==> config.mk <==
export PLATFORM = sky130hd
export DESIGN_NAME = wavetable_voice_reader
export DESIGN_NICKNAME = d
export VERILOG_FILES = /design/src/rtl/wavetable_pkg.sv /design/src/rtl/wavetable_interp.sv /design/src/rtl/wavetable_voice_reader.sv
export SDC_FILE = /design/constraint.sdc
export NUM_CORES = 1
export LEC_CHECK = 0
export CAP_MARGIN = 20
export CORE_UTILIZATION = 32
export DETAILED_ROUTE_END_ITERATION = 7
export DONT_BUFFER_PORTS = 1
export GPL_TIMING_DRIVEN = 0
export PLACE_DENSITY = 0.46
export SLEW_MARGIN = 30
export SYNTH_ARGS = -nofsm -noshare
export SYNTH_HDL_FRONTEND = slang
export SYNTH_HIERARCHICAL = 1
export SYNTH_SLANG_ARGS = --single-unit
==> constraint.sdc <==
create_clock -name clk -period 10.6 [get_ports clk]
set_input_delay 1.06 -clock clk [delete_from_list [all_inputs] [get_ports clk]]
set_output_delay 1.06 -clock clk [all_outputs]
set_load 0.005 [all_outputs]
==> src/rtl/wavetable_pkg.sv <==
// Shared parameters, FSM encoding and helpers for the eight-voice wavetable reader.
package wavetable_pkg;

  localparam int unsigned NUM_VOICES     = 8;
  localparam int unsigned NUM_TABLES     = 10;
  localparam int unsigned TABLE_LEN_LOG2 = 6;
  localparam int unsigned ROM_ADDR_W     = 10;
  localparam int unsigned ACC_W          = 24;
  localparam int unsigned VOICE_W        = $clog2(NUM_VOICES);
  localparam int unsigned TABLE_W        = 4;
  localparam int unsigned INC_W          = 16;
  localparam int unsigned SAMPLE_W       = 8;
  localparam int unsigned FRAC_W         = 8;

  localparam logic [SAMPLE_W-1:0] SAMPLE_MID = 8'h80;

  typedef enum logic [1:0] {
    IDLE = 2'd0,
    RD0  = 2'd1,
    RD1  = 2'd2,
    LAT  = 2'd3
  } state_e;

  typedef struct packed {
    logic               en;
    logic [TABLE_W-1:0] tbl;
    logic [INC_W-1:0]   inc;
  } voice_cfg_t;

  // Out-of-range table selects alias onto table 0.
  function automatic logic [TABLE_W-1:0] clamp_table(input logic [TABLE_W-1:0] t);
    return (32'(t) < NUM_TABLES) ? t : '0;
  endfunction

  function automatic logic [ROM_ADDR_W-1:0] table_addr(input logic [TABLE_W-1:0]        tbl,
                                                       input logic [TABLE_LEN_LOG2-1:0] idx);
    return ROM_ADDR_W'({tbl, idx});
  endfunction

endpackage

==> src/rtl/wavetable_interp.sv <==
// Linear interpolation between two adjacent unsigned table entries.
module wavetable_interp
  import wavetable_pkg::*;
(
  input  logic [SAMPLE_W-1:0] s0,
  input  logic [SAMPLE_W-1:0] s1,
  input  logic [FRAC_W-1:0]   frac,
  output logic [SAMPLE_W-1:0] sample_c
);

  localparam int unsigned PROD_W = SAMPLE_W + FRAC_W + 1;

  logic signed [SAMPLE_W:0] diff_c;
  logic signed [PROD_W-1:0] prod_c;
  logic signed [SAMPLE_W:0] delta_c;

  // Floor division by 256 via arithmetic shift keeps the result inside [min(s0,s1), max(s0,s1)].
  always_comb begin
    diff_c   = $signed({1'b0, s1}) - $signed({1'b0, s0});
    prod_c   = PROD_W'(diff_c) * PROD_W'($signed({1'b0, frac}));
    delta_c  = (SAMPLE_W + 1)'(prod_c >>> FRAC_W);
    sample_c = SAMPLE_W'($signed({1'b0, s0}) + delta_c);
  end

endmodule

==> src/rtl/wavetable_voice_reader.sv <==
// Eight-voice wavetable reader: per tick, fetches two ROM entries per voice and emits one interpolated sample each.
module wavetable_voice_reader
  import wavetable_pkg::*;
(
  input  logic                  clk,
  input  logic                  rst_n,
  input  logic                  tick,
  input  logic                  cfg_we,
  input  logic [VOICE_W-1:0]    cfg_voice,
  input  logic                  cfg_en,
  input  logic [TABLE_W-1:0]    cfg_table,
  input  logic [INC_W-1:0]      cfg_inc,
  output logic                  rom_re,
  output logic [ROM_ADDR_W-1:0] rom_addr,
  input  logic [SAMPLE_W-1:0]   rom_data,
  output logic [SAMPLE_W-1:0]   sample_out,
  output logic [VOICE_W-1:0]    sample_voice,
  output logic                  sample_valid,
  output logic                  busy,
  output logic                  frame_done,
  output logic                  overrun
);

  state_e                    state_q, state_d;
  logic [VOICE_W-1:0]        voice_q, voice_d;
  voice_cfg_t                cfg_q [NUM_VOICES];
  voice_cfg_t                cfg_d [NUM_VOICES];
  logic [ACC_W-1:0]          acc_q [NUM_VOICES];
  logic [ACC_W-1:0]          acc_d [NUM_VOICES];
  logic [SAMPLE_W-1:0]       s0_q, s0_d;
  logic [SAMPLE_W-1:0]       sample_out_q, sample_out_d;
  logic [VOICE_W-1:0]        sample_voice_q, sample_voice_d;
  logic                      sample_valid_q, sample_valid_d;
  logic                      busy_q, busy_d;
  logic                      frame_done_q, frame_done_d;
  logic                      overrun_q, overrun_d;
  logic                      rom_re_q, rom_re_d;
  logic [ROM_ADDR_W-1:0]     rom_addr_q, rom_addr_d;
  logic [FRAC_W-1:0]         frac_c;
  logic [SAMPLE_W-1:0]       interp_c;
  logic [TABLE_LEN_LOG2-1:0] rd_idx_c;

  assign frac_c = acc_q[voice_q][ACC_W-TABLE_LEN_LOG2-1 -: FRAC_W];

  wavetable_interp u_interp (
    .s0       (s0_q),
    .s1       (rom_data),
    .frac     (frac_c),
    .sample_c (interp_c)
  );

  always_comb begin
    state_d        = state_q;
    voice_d        = voice_q;
    cfg_d          = cfg_q;
    acc_d          = acc_q;
    s0_d           = s0_q;
    sample_out_d   = sample_out_q;
    sample_voice_d = sample_voice_q;
    sample_valid_d = 1'b0;
    frame_done_d   = 1'b0;
    overrun_d      = overrun_q;
    rom_re_d       = 1'b0;
    rom_addr_d     = '0;
    rd_idx_c       = '0;

    unique case (state_q)
      IDLE: begin
        if (tick) begin
          state_d = RD0;
          voice_d = '0;
        end
      end
      RD0: state_d = RD1;
      RD1: begin
        state_d = LAT;
        s0_d    = rom_data;
      end
      LAT: begin
        sample_valid_d = 1'b1;
        sample_voice_d = voice_q;
        if (cfg_q[voice_q].en) begin
          sample_out_d   = interp_c;
          acc_d[voice_q] = acc_q[voice_q] + ACC_W'(cfg_q[voice_q].inc);
        end else begin
          sample_out_d = SAMPLE_MID;
        end
        if (voice_q == VOICE_W'(NUM_VOICES - 1)) begin
          state_d      = IDLE;
          frame_done_d = 1'b1;
        end else begin
          state_d = RD0;
          voice_d = VOICE_W'(voice_q + 1'b1);
        end
      end
      default: state_d = IDLE;
    endcase

    if (tick && (state_q != IDLE)) begin
      overrun_d = 1'b1;
    end

    // A config write overrides the LAT phase update of the same voice.
    if (cfg_we) begin
      cfg_d[cfg_voice] = '{en: cfg_en, tbl: clamp_table(cfg_table), inc: cfg_inc};
      acc_d[cfg_voice] = '0;
    end

    // ROM request is registered, so it is derived from the state being entered.
    rd_idx_c = acc_d[voice_d][ACC_W-1 -: TABLE_LEN_LOG2];
    if (cfg_d[voice_d].en && ((state_d == RD0) || (state_d == RD1))) begin
      rom_re_d   = 1'b1;
      rom_addr_d = table_addr(cfg_d[voice_d].tbl,
                              (state_d == RD1) ? TABLE_LEN_LOG2'(rd_idx_c + 1'b1) : rd_idx_c);
    end
  end

  assign busy_d = (state_d != IDLE);

  always_ff @(posedge clk or negedge rst_n) begin
    if (!rst_n) begin
      state_q        <= IDLE;
      voice_q        <= '0;
      cfg_q          <= '{default: '0};
      acc_q          <= '{default: '0};
      s0_q           <= '0;
      sample_out_q   <= SAMPLE_MID;
      sample_voice_q <= '0;
      sample_valid_q <= 1'b0;
      busy_q         <= 1'b0;
      frame_done_q   <= 1'b0;
      overrun_q      <= 1'b0;
      rom_re_q       <= 1'b0;
      rom_addr_q     <= '0;
    end else begin
      state_q        <= state_d;
      voice_q        <= voice_d;
      cfg_q          <= cfg_d;
      acc_q          <= acc_d;
      s0_q           <= s0_d;
      sample_out_q   <= sample_out_d;
      sample_voice_q <= sample_voice_d;
      sample_valid_q <= sample_valid_d;
      busy_q         <= busy_d;
      frame_done_q   <= frame_done_d;
      overrun_q      <= overrun_d;
      rom_re_q       <= rom_re_d;
      rom_addr_q     <= rom_addr_d;
    end
  end

  assign rom_re       = rom_re_q;
  assign rom_addr     = rom_addr_q;
  assign sample_out   = sample_out_q;
  assign sample_voice = sample_voice_q;
  assign sample_valid = sample_valid_q;
  assign busy         = busy_q;
  assign frame_done   = frame_done_q;
  assign overrun      = overrun_q;

endmodule

# ---- After elaboration in Yosys (flattened, before gate mapping)
# Index checks and enable logic that the tools add are counted.
dict set report totals {
  regBits 399
  output_inout_bits 26
  elab_cells 112
  inputBits 36
}
dict set report classes {
  n_addsub 5
  bitwise_logic 5
  magnitude_cmp 6
  reduce_logical 8
  multipliers 1
  n_mux 38
  n_eq_ne 6
}
# operator n
set op_table {}
lappend op_table {{2-to-1 mux 192 bit} 3}
lappend op_table {{bitwise AND 192 bit} 1}
lappend op_table {{bitwise mux 192 bit} 1}
lappend op_table {{NOT 192 bit} 1}
lappend op_table {{bitwise mux 168 bit} 1}
lappend op_table {{2-to-1 mux 168 bit} 1}
lappend op_table {{binary-select mux 24 bit (select 3 bit)} 2}
lappend op_table {{demux 24 bit (select 3 bit)} 2}
lappend op_table {{2-to-1 mux 24 bit} 6}
lappend op_table {{binary-select mux 21 bit (select 3 bit)} 2}
lappend op_table {{2-to-1 mux 21 bit} 5}
lappend op_table {{demux 21 bit (select 3 bit)} 1}
lappend op_table {{adder 24 x 16 -> 24 bit} 1}
lappend op_table {{multiplier 9 x 9 -> 16 bit} 1}
lappend op_table {{>= comparator 4 bit, second input constant} 3}
lappend op_table {{NOT 3 -> 4 bit} 3}
lappend op_table {{2-to-1 mux 10 bit} 1}
lappend op_table {{subtractor 8 x 8 -> 9 bit} 1}
lappend op_table {{adder 8 bit} 1}
lappend op_table {{less-than comparator 4 x 1 -> 1 bit, second input constant} 2}
lappend op_table {{2-to-1 mux 8 bit} 1}
lappend op_table {{one-hot mux 2 bit (4 select lines)} 1}
lappend op_table {{adder 6 x 1 -> 6 bit, second input constant} 1}
lappend op_table {{== test 2 bit, second input constant} 3}
lappend op_table {{other kinds (14)} 24}

# ---- Depth between registers and ports, before layout
# Gate-level depths: netlist of run 1.
dict set report depth {
  word_depth 16
  ltp_mapped 35
  depth_no_buf 32
}

# ---- By module
# The synthesis of run 1 kept the hierarchy.
# module instances seq_area_each_um2 area_each_um2 cells_per_inst
set by_module_without_submodules {}
lappend by_module_without_submodules {wavetable_voice_reader 1 9985.8 20390.8 2314}
lappend by_module_without_submodules {wavetable_interp 1 0.0 2987.9 349}

# ---- Worst setup path before layout of run 1
# Ideal clock, no wire load.
dict set report synth_path {
  path_type {flip-flop to flip-flop}
  startpoint {register voice_q[0]}
  endpoint {register sample_out_q[7], in the netlist sample_out[7]}
  path_buffers 7
  synth_period_minus_slack_ns 7.717
  path_slack_ns 2.883
  path_stages_with_launch 34
  t_arrival_ns 7.643
  path_cell_list {dfrtp_1 > buf_6 > buf_12 > buf_6 > clkbuf_1 > clkbuf_1 > clkbuf_1 > clkbuf_1 > mux2i_1 > o22a_1 > o21ai_0 > nor2b_1 > fa_1 > fa_1 > inv_1 > fa_1 > fa_1 > inv_1 > ha_1 > o21a_1 > nor2_1 > nor2_1 > a21oi_1 > xnor2_1 > ha_1 > a21o_1 > a21oi_1 > nor2b_1 > o21a_1 > o41a_1 > xnor2_1 > xnor2_1 > inv_1 > a21oi_1}
}
dict set report synth_between {
  elab_chain_cells 7
  elab_cells_between_ends 10
  classes_between {add/sub: 1; mul: 1; mux: 7; bitwise: 1}
}
# item line_no
set synth_rtl {}
lappend synth_rtl {{start: declaration} wavetable_voice_reader.sv:25} ;# logic [VOICE_W-1:0] voice_q, voice_d;
lappend synth_rtl {{start signal: assignment} wavetable_voice_reader.sv:137} ;# voice_q <= voice_d;
lappend synth_rtl {{NOT 3 -> 4 bit (not written as such)} wavetable_voice_reader.sv:43} ;# assign frac_c = acc_q[voice_q][ACC_W-TABLE_LEN_LOG2-1 -: FRAC_W];
lappend synth_rtl {{binary-select mux 24 bit (select 3 bit)} wavetable_voice_reader.sv:43}
lappend synth_rtl {{2-to-1 mux 24 bit (2 in series)} -}
lappend synth_rtl {{net frac_c[5]} wavetable_voice_reader.sv:39} ;# logic [FRAC_W-1:0] frac_c;
lappend synth_rtl {{multiplier 9 x 9 -> 16 bit} wavetable_interp.sv:20} ;# prod_c = PROD_W'(diff_c) * PROD_W'($signed({1'b0, frac}));
lappend synth_rtl {{adder 8 bit} wavetable_interp.sv:22} ;# sample_c = SAMPLE_W'($signed({1'b0, s0}) + delta_c);
lappend synth_rtl {{net interp_c[7]} wavetable_voice_reader.sv:40} ;# logic [SAMPLE_W-1:0] interp_c;
lappend synth_rtl {{2-to-1 mux 8 bit} wavetable_voice_reader.sv:82} ;# if (cfg_q[voice_q].en) begin
lappend synth_rtl {{end signal: assignment} wavetable_voice_reader.sv:141} ;# sample_out_q <= sample_out_d;
lappend synth_rtl {{end: declaration} wavetable_voice_reader.sv:31} ;# logic [SAMPLE_W-1:0] sample_out_q, sample_out_d;
# The timed path passes the listed nets, and every way through them passes these cells. The select of a mux whose other input is x is not followed.
# A chain may end at the register's enable or synchronous reset.

# ---- Worst setup path after layout of run 1
# Ends and elaborated chain as after synthesis.

==> metrics, run 1 <==
result of the run complete, but fails checks; violated checks max-slew violations; number of clock buffers inserted by TritonCTS 49; Cell Count, Final, Fillers Out 3705; standard-cell rows 98; Post-Synth XOR/XNOR Area roughly 2%; standard cell core area slightly above 70000 µm²; Syn Nets between 2000 and 3000; Final WS setup 0.515 ns; synthesized area approximately 23000 µm²; antenna violations before repair 0; Yosys warnings 6; detailed-route vias per instance 5.44; met2 Track Usage GR around two fifths; count of final setup violators 0; first-iteration detailed-routing DRC count 1840; Total Routing Usage GR about 25%; kind of launch point of the worst setup path flop; grt ovf 0; leading register cell type out of synthesis dfrtp_1; maximum cell stage delay along the critical path 0.69 ns; Worst Hold Class in2async; nets@finish ~2900; synthesis-stage register bit count ~400; routability congestion estimate from global placement ~0.95; fraction of layout instances using a drive strength above 1 8.86%; clock transition at the register clock pins on the worst setup and hold paths after CTS 0.06 ns; number of primary I/O pins 62; dominant combinational cell family by area after synthesis simple AND/OR/NAND/NOR gates; max-cap violation count 0; starting density of the core between 30% and 40%; cells after synthesis ~2700; area fraction in and, or, nand and nor cells after synthesis ~20%; global-route wire length before repair approximately 140000 µm; total instance count after detailed placement approximately 3600; global routing met3 resource utilization 3.95%; routed len/inst about 24 µm; Fmax about 0.099 GHz; number of buffer cells added on primary ports 0; vias in the first global route 20300; clock latency at the later pin of the worst-skew pair between 0.6 and 0.7 ns; post-synthesis compound-gate area fraction approximately 14%; cell types occupying the most area after synthesis dfrtp_1 43%, nand2_1 12%, fa_1 4.9%; Post-DRT Antenna Nets 0; library cell occupying the most area in the post-synthesis netlist dfrtp_1; beginning of the worst register-to-register path voice_q[0]; total power divided by cell area about 360 nW/µm²; Slew HR -12.5%; CP Class reg2reg; Sinks on Clock Net around 400; commonest non-fill, non-tap cell in the layout nand2_1; fin util between 30% and 40%; top-area cell type share of the netlist area 42.6%; worst-case vdd ir drop around 0.66 mV; total of cells resized after clock tree synthesis 0; smallest hold slack 0.150 ns; TritonCTS clock tree built; sequential-to-total area share from yosys stat about 43%; proportion of register bits with asynchronous set or reset after synthesis between 90% and 100%; worst clock skew about 0.034 ns; setup repair after global routing missed its margin no; CTS H-Tree Depth 2; Mean Syn Cell Area 8.78 µm²; post-CTS setup buffers 0; Die Ht between 200 and 300 µm; arithmetic-cell share of the synthesized area counting full adders, half adders and majority gates 8.41%; via count approximately 20000; width of the die between 200 and 300 µm; minimum clock period just over 10 ns; detailed-route DRC error count 0; maximum root-to-sink buffer count 3; Slew @ Worst Pin around 1.7 ns; post-DP HPWL 62700 µm; number of detailed-route iterations in the first pass 6; busiest layer in global routing met2; antenna cells 0; mux cell area share after synthesis 7.56%; largest fanout of any net on the critical path 10; final worst-path cycle share approximately 95%; number of fillers in the final layout between 7000 and 8000; Root Buffer clkbuf_16; slowest cell on the critical path clkbuf_1; Place WS around 0.60 ns; data required time at the worst endpoint around 11 ns; met1 Track Usage GR between 30% and 40%; total negative slack for setup checks 0 ns; critical path arrival about 11 ns; maximum number of pins on one net before global-route repair 400; Die Outline Area 74100 µm²; signed area change from the synthesized netlist to the final layout 12.7%; standby leakage power between 0.01 and 0.015 µW; count of final max-slew check failures between 150 and 200; post-detailed-routing wire length 90700 µm; number of enable flip-flop cells after synthesis 0; unique cell type count in the Yosys netlist 90; leading cell types in the layout, fill and taps excluded 735 x nand2_1, 398 x dfrtp_1, 218 x a21oi_1, 197 x nor2_1, 123 x clkbuf_1; number of hold-slack violations in the final timing report 0; R2R setup slack approximately 0.5 ns; number of buffers inserted for hold repair after clock tree synthesis 0; Critical Path Sink Type flop; count of cells along the worst register-to-register path 34; capture point of the worst reg-to-reg path sample_out[7]
-- where the power goes --
group          leakage, µW  internal (µW)  switching (µW)  total (µW)
Combinational      0.00592           2200            3520        5710
Sequential         0.00525           1860             198        2060
Clock             0.000816           1060             708        1770
Total               0.0120           5120            4420        9540
-- cell usage after synthesis, types with 9 or more instances --
library cell / n
mux2_2: 64
nand2b_1: 20
ha_1: 66
buf_4: 17
and2_1: 31
a21oi_1: 219
o221ai_1: 9
nor2_1: 198
o21ai_0: 93
mux2i_1: 65
fa_1: 57
clkbuf_1: 122
a21o_1: 17
nand4_1: 18
a31oi_1: 9
a22oi_1: 43
xor2_1: 15
xnor2_1: 36
nand3_1: 33
a211oi_1: 31
buf_1: 27
nand2_1: 735
nor3_1: 26
buf_2: 10
nor2b_1: 24
mux4_2: 10
dfrtp_1: 398
inv_1: 108
o22a_1: 22
-- per-stage QoR --
stage               instance area (µm²)  power [µW]
floorplan                         23400        6220
detailed placement                24600        7800
global placement                  24600        7700
global route                      26300       10400
finish                            26300        9540
CTS                               26300        9620
-- critical path, delay by kind of cell (launching register included) --
family	cells	cell delay (ns)
AOI/OAI and AO/OA	9	2.03
xor gates and xnor gates	3	0.55
adders and majority gates	6	2.64
buffers and inverters	12	3.66
DFF	1	0.51
and+or+nand+nor	4	0.58
-- how the worst max path moves through the flow --
stage | start | to | slack, ns | cells past startpoint
2_1_floorplan | voice_q[0] | sample_out[7] | 2.88 | 33
6_report | voice_q[0] | sample_out[7] | 0.52 | 34
4_1_cts | voice_q[0] | sample_out[7] | 0.54 | 35
5_1_grt | voice_q[0] | sample_out[7] | 0.07 | 34
3_5_place_dp | voice_q[0] | sample_out[7] | 0.60 | 35
3_3_place_gp | voice_q[0] | sample_out[7] | -0.13 | 33
-- cell families (layout without fill, tap and decap cells) --
| logic type | count (synthesis) | in the layout |
|---|---|---|
| AOI/OAI and AO/OA | 520 | 520 |
| xor gates and xnor gates | 53 | 53 |
| adders and majority gates | 123 | 123 |
| buffers and inverters | 297 | 389 |
| DFF | 399 | 399 |
| muxes | 147 | 147 |
| and+or+nand+nor | 1124 | 1124 |
-- per-layer routing --
metal | part of all wire (%) | routed length, µm | vias up
met2 | 46 | 41700 | 764
met3 | 6.5 | 5940 | 157
li1 | - | - | 9055
met1 | 45 | 40700 | 10200
met4 | 2.7 | 2410 | 0
met5 | 0 | 0 | -
-- layout make-up --
| cell class | count | area (µm²) | share of cell area, % |
|---|---|---|---|
| Timing Repair Buffer | 3 | 27.5 | 0.104 |
| Sequential cell | 399 | 9990 | 37.9 |
| Clock buffer | 72 | 1430 | 5.44 |
| Tap cell | 950 | 1190 | 4.51 |
| Multi-Input combinational cell | 1967 | 12200 | 46.3 |
| Inverter | 110 | 413 | 1.57 |
| Buffer | 187 | 846 | 3.21 |
| Clock inverter | 17 | 256 | 0.973 |
No activity file was read; power rests on OpenSTA's default activity.
==> inputs of run 2 (changes only) <==
Settings changed: CORE_UTILIZATION 32 to 58, PLACE_DENSITY 0.46 to 0.74.
==> run 2 against run 1 <==
  * The flow now finishes without violations
  * Non-clock buffer count is 3 lower
  * Total power is 3.3% lower
  * Hold slack better by 0.025 ns
  * Largest cell class unchanged
==> metrics, run 2 (synthesis results as in run 1) <==
result of the run completed; first-iteration detailed-routing DRC count between 2000 and 2500; Total Routing Usage GR 39.4%; width of the die between 200 and 250 µm; number of buffers and inverters on the critical path 10; total of cells resized after clock tree synthesis 0; number of detailed-route iterations in the first pass 7; CTS H-Tree Depth 2; antenna violations before repair 2; maximum root-to-sink buffer count 3; largest fanout of any net on the critical path 10; number of clock buffers inserted by TritonCTS 44; Root Buffer clkbuf_16; proportion of total power due to net switching 46.7%; cell mode on critical path fa_1; vias in the first global route 20300; Comb power frac 61.3%; post-CTS setup buffers 0; CP Class reg2reg; number of primary I/O pins between 60 and 70; clock share of power 16.4%; critical path's top delay family buffers and inverters; part of the total power dissipated in sequential elements between 20% and 30%; maximum number of pins on one net before global-route repair 400; number of buffer cells added on primary ports 0; commonest non-fill, non-tap cell in the layout nand2_1; minimum clock period slightly below 10 ns; nets@finish 2868; Sinks on Clock Net 399; leading cell types in the layout, fill and taps excluded 735 x nand2_1, 398 x dfrtp_1, 218 x a21oi_1, 198 x nor2_1, 130 x clkbuf_1; Die Ht around 200 µm; global-route wire length before repair between 100000 and 150000 µm; TritonCTS clock tree built; number of buffers inserted for hold repair after clock tree synthesis 0; worst clock skew roughly 0.022 ns; standard cell core area 39700 µm²; via count just over 20000; Worst Hold Class in2async; detailed-route DRC error count 0; data required time at the worst endpoint roughly 11 ns; max-cap violation count 0; setup repair after global routing missed its margin no; grt ovf 0; maximum cell stage delay along the critical path roughly 0.83 ns; routed len/inst about 24 µm; number of hold-slack violations in the final timing report 0; worst-case vdd ir drop roughly 0.33 mV; slowest cell on the critical path clkbuf_1; kind of launch point of the worst setup path flop; Fmax around 0.10 GHz; count of final setup violators 0; final worst-path cycle share slightly above 90%; Slew @ Worst Pin approximately 1.2 ns; standby leakage power approximately 0.012 µW; routability congestion estimate from global placement 1.00; cell-internal power between 4000 and 5000 µW; standard-cell rows between 70 and 80; net switching power figure ~4300 µW; signed area change from the synthesized netlist to the final layout 8.87%; post-detailed-routing wire length 79600 µm; critical path arrival between 10 and 15 ns; Placed Instance Area between 20000 and 25000 µm²; post-layout instance area ~25000 µm²; Critical Path Sink Type flop; Die Outline Area 41100 µm²; count of final max-slew check failures 0; starting density of the core between 50% and 60%; Post-DRT Antenna Nets 0; total power divided by cell area about 360 nW/µm²; post-DP HPWL roughly 55000 µm; Slew HR between 20 and 25%; detailed-route vias per instance 6.28; total negative slack for setup checks 0 ns; fraction of layout instances using a drive strength above 1 ~8%; clock latency at the later pin of the worst-skew pair ~0.59 ns; clock transition at the register clock pins on the worst setup and hold paths after CTS 0.06 ns
[run 2: changes by cell type in the layout (fill, tap and decap cells not counted), sizes merged]
| cell | before | now |
|---|---|---|
| bufinv | 5 | 2 |
| clkbuf | 204 | 189 |
| clkinv | 9 | 14 |
| clkinvlp | 4 | 2 |
| diode | 0 | 1 |
| inv | 109 | 110 |
[run 2: metrics by stage]
step	instances	hold WS, ns	utilization (%)	total power, µW	setup WS (ns)
2_1_floorplan	2663	0.440	-	6220	2.88
3_3_place_gp	3188	0.452	60.5	7430	0.502
3_5_place_dp	3188	0.457	60.6	7620	0.776
4_1_cts	3266	0.167	64.0	9160	0.699
5_1_grt	3266	0.164	64.1	9890	0.207
6_report	3267	0.176	64.1	9230	0.699
[run 2: path summary, 6_finish.rpt]
check	depth (start not counted)	slack (ns)	startpoint	to
setup / recovery	33	0.70	voice_q[0]	sample_out[7]
hold / removal	0	0.18	rst_n	busy
setup reg to reg	33	0.70	voice_q[0]	sample_out[7]
hold reg to reg	2	0.47	flop	flop
max in group asynchronous	0	9.46	rst_n	acc_q[102]
min in group clk	2	0.47	flop	flop
[run 2: final cells by class]
cell class,count,area (µm²)
Multi-Input combinational cell,1967,12200
Fill cell,3387,14300
Antenna cell,1,2.50
Tap cell,525,657
Sequential cell,399,9990
Inverter,110,413
Clock inverter,18,164
Buffer,187,833
Clock buffer,60,1210
[run 2: per-layer routing]
metal | track usage, % | share of wire (%) | vias up
met3 | 9.26 | 10 | 296
met2 | 60.5 | 45 | 1194
met5 | 0 | 0.016 | -
met1 | 51.8 | 39 | 10000
li1 | - | - | 9008
met4 | 21.2 | 5.7 | 2
[run 2: power groups by stage]
stage / sequential (µW) / clock [µW] / combinational, µW
floorplan: 2020 / 0 / 4200
global placement: 2060 / 0 / 5370
CTS: 2050 / 1510 / 5600
finish: 2060 / 1510 / 5660
detailed placement: 2080 / 0 / 5540
global route: 2090 / 1570 / 6230
